==> src/rtl/bist_pkg.sv <==
// Shared definitions for the full-adder self-test sequencer: FSM state
// encoding, pattern/signature widths and the default golden signature.
package bist_pkg;

    localparam int PAT_W = 3;   // {a,b,cin}
    localparam int SIG_W = 4;   // MISR signature width
    localparam int CNT_W = 4;   // pattern counter width, wide enough never to wrap

    localparam logic [SIG_W-1:0] GOLDEN_SIG_DEFAULT = 4'b1011;

    typedef enum logic [2:0] {
        ST_IDLE    = 3'd0,
        ST_INIT    = 3'd1,
        ST_RUN     = 3'd2,
        ST_CAPTURE = 3'd3,
        ST_DONE    = 3'd4
    } state_t;

    // States in which the CUT is driven by the pattern generator
    function automatic logic is_test_state(input state_t s);
        return (s == ST_INIT) || (s == ST_RUN) || (s == ST_CAPTURE);
    endfunction

endpackage

==> src/rtl/bist_pattern_counter.sv <==
// Pattern counter for the self-test run: synchronous clear, count enable,
// and a terminal flag raised while the count equals the last pattern index.
module bist_pattern_counter
    import bist_pkg::*;
#(
    parameter int LAST = 7
) (
    input  logic             clock,
    input  logic             reset,
    input  logic             clear,
    input  logic             enable,
    output logic [CNT_W-1:0] count,
    output logic             terminal
);

    localparam logic [CNT_W-1:0] LAST_CNT = CNT_W'(LAST);

    // Clear has priority so INIT always starts the run from pattern 0
    always_ff @(posedge clock or posedge reset) begin
        if (reset) begin
            count <= '0;
        end else if (clear) begin
            count <= '0;
        end else if (enable) begin
            count <= count + 1'b1;
        end
    end

    assign terminal = (count == LAST_CNT);

endmodule

==> src/rtl/bist_controller.sv <==
// Self-test sequencer for the 1-bit full adder: muxes patterns into the CUT,
// clears the MISR, runs exhaustive patterns and compares the final signature.
// Optional feature macro: BIST_AUTORUN_EN (one automatic run after each reset).
module bist_controller
    import bist_pkg::*;
#(
    parameter int               PATTERNS   = 8,
    parameter logic [SIG_W-1:0] GOLDEN_SIG = GOLDEN_SIG_DEFAULT
) (
    input  logic             clock,
    input  logic             reset,
    input  logic             start,
    input  logic [PAT_W-1:0] func_abc,
    input  logic [SIG_W-1:0] signature,
    output logic [PAT_W-1:0] cut_abc,
    output logic             test_mode,
    output logic             ora_reset,
    output logic             busy,
    output logic             done,
    output logic             pass
);

    state_t           state;
    state_t           next_state;
    logic [CNT_W-1:0] count;
    logic             terminal;
    logic             start_go;
    logic             ora_reset_q;
    logic             unused_count_msb;

    bist_pattern_counter #(
        .LAST(PATTERNS - 1)
    ) u_counter (
        .clock   (clock),
        .reset   (reset),
        .clear   (state == ST_INIT),
        .enable  (state == ST_RUN),
        .count   (count),
        .terminal(terminal)
    );

    // Only the low bits select the pattern; the top bit keeps the count from wrapping
    assign unused_count_msb = count[CNT_W-1];

`ifdef BIST_AUTORUN_EN
    logic autorun_pending;

    // One free run per reset: cleared the first time IDLE is left
    always_ff @(posedge clock or posedge reset) begin
        if (reset) begin
            autorun_pending <= 1'b1;
        end else if (state == ST_IDLE) begin
            autorun_pending <= 1'b0;
        end
    end

    assign start_go = start | autorun_pending;
`else
    assign start_go = start;
`endif

    // Next-state decode; start is only looked at in IDLE and DONE
    always_comb begin
        next_state = state;
        case (state)
            ST_IDLE:    if (start_go) next_state = ST_INIT;
            ST_INIT:    next_state = ST_RUN;
            ST_RUN:     if (terminal) next_state = ST_CAPTURE;
            ST_CAPTURE: next_state = ST_DONE;
            ST_DONE:    if (start) next_state = ST_INIT;
            default:    next_state = ST_IDLE;
        endcase
    end

    // State register and registered outputs decoded from the next state
    always_ff @(posedge clock or posedge reset) begin
        if (reset) begin
            state       <= ST_IDLE;
            test_mode   <= 1'b0;
            busy        <= 1'b0;
            done        <= 1'b0;
            pass        <= 1'b0;
            ora_reset_q <= 1'b0;
        end else begin
            state       <= next_state;
            test_mode   <= is_test_state(next_state);
            busy        <= is_test_state(next_state);
            done        <= (next_state == ST_DONE);
            ora_reset_q <= (next_state == ST_INIT);
            if (next_state == ST_INIT) begin
                pass <= 1'b0;
            end else if (state == ST_CAPTURE) begin
                pass <= (signature == GOLDEN_SIG);
            end
        end
    end

    // The ORA is held clear while system reset is asserted and during INIT
    assign ora_reset = ora_reset_q | reset;

    assign cut_abc = test_mode ? count[PAT_W-1:0] : func_abc;

endmodule

==> config.mk <==
export PLATFORM = sky130hd
export DESIGN_NAME = bist_controller
export DESIGN_NICKNAME = d
export VERILOG_FILES = /design/src/rtl/bist_pkg.sv /design/src/rtl/bist_pattern_counter.sv /design/src/rtl/bist_controller.sv
export SDC_FILE = /design/constraint.sdc
export NUM_CORES = 1
export LEC_CHECK = 0
export ABC_AREA = 1
export CORE_MARGIN = 1.5
export CORE_UTILIZATION = 40
export DETAILED_ROUTE_END_ITERATION = 6
export PLACE_DENSITY = 0.77
export REMOVE_ABC_BUFFERS = 1
export SLEW_MARGIN = 20
export SYNTH_ARGS = -nofsm -noshare
export SYNTH_HDL_FRONTEND = slang
export SYNTH_SLANG_ARGS = --single-unit
==> constraint.sdc <==
create_clock -name clock -period 2.88 [get_ports clock]
set_input_delay 0.576 -clock clock [delete_from_list [all_inputs] [get_ports clock]]
set_output_delay 0.576 -clock clock [all_outputs]
set_load 0.005 [all_outputs]
### Word-level counts from Yosys, hierarchy flattened

Cells that the tools add are included.

* bitwise logic cells: 1
* equality and inequality tests: 10
* add/sub/neg operators: 1
* reductions and logical operators: 6
* multiplexer cells: 8

Operators with widths (count)
* 3-bit by 2-bit equality test with 1-bit output, second input constant: 4
* 3-bit case mux with 4 select lines: 1
* 3-bit two-way mux: 3
* 4-bit two-way mux: 2
* 3-bit by 1-bit equality test with 1-bit output, second input constant: 2
* 3-bit equality test, second input constant: 2
* 4-bit by 1-bit adder with 4-bit output, second input constant: 1
* 4-bit by 3-bit equality test with 1-bit output, second input constant: 1
* 4-bit equality test, second input constant: 1
* 2-bit nonzero test: 2
* 3-bit logical NOT: 1
* 1-bit logical OR: 2
* 1-bit two-way mux: 2
* 2-bit OR reduction: 1
* 1-bit OR: 1

* output and inout port bits: 8
* bits in registers: 11
* word-level logic and storage cells: 32
* input bits: 10

### Longest topological paths before layout

* word-level depth: 6
* gate-level depth with buffers: 5
* depth with buffers taken out: 5

### By module

A second synthesis with hierarchy kept.

* cells, all modules: 72
* area, all modules: 559.3 sq um

Modules (own cells, without submodules)
* bist_controller: cells each 45, seq. area each 175.2 sq um, area an instance 337.8 sq um, instances 1
* bist_pattern_counter: cells each 27, seq. area each 100.1 sq um, area an instance 221.5 sq um, instances 1

### Least setup slack after synthesis

No wires, ideal clock.

* path type: input to output
* start point: input reset
* end point: output ora_reset
* arrival: 0.860 ns
* slack: 1.444 ns
* cell stages on the path: 1
* path buffers: 0
* data required time: 2.304 ns
* cell sequence: or2_2

* word-level cells in the longest chain between the ends: 1

Ends and longest elaborated chain
* start, declared: line bist_controller.sv:11 `input logic reset,`
* 1-bit OR: line bist_controller.sv:99 `assign ora_reset = ora_reset_q | reset;`
* end, declared: line bist_controller.sv:17 `output logic ora_reset,`

Every way passes these cells.

### Worst setup path in the final report

Same ends and word-level chain as after synthesis.

==> impl_metrics.toml <==
[outcome]
outcome = "finished, final reports clean"

[logic_synthesis]
syn_inst = 64
ys_seq_area_share_pct = 51.0
netlist_area_sq_um = 539
synth_warnings = 0
synth_top_area_cell = "dfrtp_1"
syn_avg_cell_area_sq_um = 8.43
ys_ff_latch = 11
synth_top_area_share_pct = 51.0
yosysUniqueCellTypes = 14
ys_top_cells_by_area = "dfrtp_1 51%, nand2_1 15%, nand3_1 6.5%"

[sta]
hold_viol_final = 0
fin_hold_ws_ps = 525
relSlewSlack_pct = 73.6
fmax_ghz = 0.433
finClkSkew_ps = 0.483
rsz0062_at_grt = "no"
fin_crit_ps = 2310
finalCritPeriodShare_pct = 80.2
final-setup-viol-count = 0
tightest_slew_ps = 396
fin_tns_setup_ps = 0
finalMaxSlewViolations = 0

[cts]
cts.sinks = 11
clk_latency_ps = 260
clockBufferDepth = 2
cts_setup_buffers = 0
ctsHtreeMaxLevel = 1
cts_tree = "done"
cts_buffers = 3
cts_root_buffer = "clkbuf_4"
clk_pin_slew_ps = 70
post_cts_resized = 0
holdBufCountCts = 0

[global_route]
grt_max_degree = 12
grt.total_usage_pct = 14.3
antenna_found_initial = 0
grt_overflow = 0
grt_pass1_wl_mm = 1.44
grt_pass1_vias = 386

[final_layout]
final_nets = 96
fill_cells = 122
fin_cells = 99
drive_gt1_share_pct = 14.3
antennaDiodeCount = 0
area_delta_synth_final_pct = 38.5

[floorplan]
core_sq_mm = 0.00128
die_h_um = 39.7
initial_utilization_pct = 42.0
row_count = 13
io_pins = 18
die_w_um = 39.7
die_area_sq_mm = 0.00158

[job]
cap_violations = 0

[placement]
port_buffers = 17
dp_hpwl_um = 754
dp.cells = 95
place_congestion = 0.677

[pwr]
powerDensity_mw_per_mm2 = 911
vdd_drop_max_v = 0.000325
p_leak_nw = 0.395

[detailed_routing]
drc_errors = 0
post_drt_wl_per_cell_um = 9.94
routed_via_density = 4.67
drtIter0Drc = 7
vias = 462
drtPass1Iterations = 4
wirelength_um = 984
ant_nets = 0

[setup_path]
crit_path_max_fanout = 2
required_ps = 2300
worstPathArrival_ps = 1730
worst-setup-path-type = "input port to output pin"
cp-start-kind = "input port"
crit_path_end_kind = "output pin"

[hold_path]
min_path_type = "flip-flop to flip-flop"
-- worst max-delay path, cell delays in order --
cell and delay, ps:
clkdlybuf4s50_1 420, or2_2 300, clkdlybuf4s50_1 440
-- registers in the layout, indices dropped and copies added (netlist names) --
register / cells
u_counter.count: 4
state: 3
busy: 1
done: 1
ora_reset_q: 1
pass: 1
-- cells in the final DEF (no fill, tap or decap), types with 2 or more instances in the layout --
| cell | count |
|---|---|
| nand3_1 | 7 |
| clkdlybuf4s50_1 | 17 |
| mux2_2 | 3 |
| dfrtp_1 | 11 |
| nor2_1 | 2 |
| inv_1 | 8 |
| nand2_1 | 22 |
| nor2_2 | 3 |
| or2_2 | 2 |
| clkbuf_4 | 3 |
-- per-stage QoR --
| stage | power [mW] | utilization (%) | cell area, sq um | setup slack (ps) |
|---|---|---|---|---|
| floorplan | 0.443 | - | 532 | 1440 |
| global placement | 0.570 | 56.1 | 721 | 591 |
| detailed placement | 0.580 | 56.1 | 721 | 567 |
| CTS | 0.685 | 58.1 | 747 | 561 |
| global route | 0.742 | 58.1 | 747 | 517 |
| finish | 0.681 | 58.1 | 747 | 569 |
-- power by group --
| group | total, mW | internal, mW | switching, mW |
|---|---|---|---|
| clock network | 0.104 | 0.0536 | 0.0507 |
| registers | 0.275 | 0.214 | 0.0616 |
| logic | 0.301 | 0.168 | 0.134 |
| total | 0.681 | 0.435 | 0.246 |
-- path summary, 6_finish.rpt --
kind | startpoint | to | slack [ps] | cells after the start
min | pass | pass | 530 | 2
max in group asynchronous | reset | pass | 1980 | 2
min reg2reg | pass | pass | 530 | 2
max reg2reg | u_counter.count[0] | u_counter.count[2] | 1720 | 4
min in group asynchronous | reset | state[2] | 620 | 2
max | reset | ora_reset | 570 | 3
-- synthesized netlist by cell type (all sizes together) --
library cell,number
inv,8
or2,3
nor3,1
mux2,3
nand4,1
nand2,23
ha,1
nor2,5
dfrtp,11
buf,1
nand3,7
-- layout make-up --
| type | instances | area [sq um] | area share (%) |
|---|---|---|---|
| multi-input combinational | 44 | 226 | 30.3 |
| sequential | 11 | 275 | 36.9 |
| tap | 15 | 18.8 | 2.51 |
| timing repair buffer | 17 | 170 | 22.8 |
| clock buffer | 4 | 26.3 | 3.52 |
| inverter | 8 | 30.0 | 4.02 |
-- per-layer routing --
metal | share of wire [%] | GRT usage [%]
met5 | 0 | 0
met4 | 0 | 5.17
met3 | 7.5 | 7.39
met2 | 49 | 25.0
met1 | 43 | 14.0
-- kinds of logic after synthesis --
group / synth area share, %
simple gates: 33.4
flops: 51.0
buf+inv: 6.96
mux: 6.26
fa+ha+maj: 2.32
No activity file was read; power rests on OpenSTA's default activity.
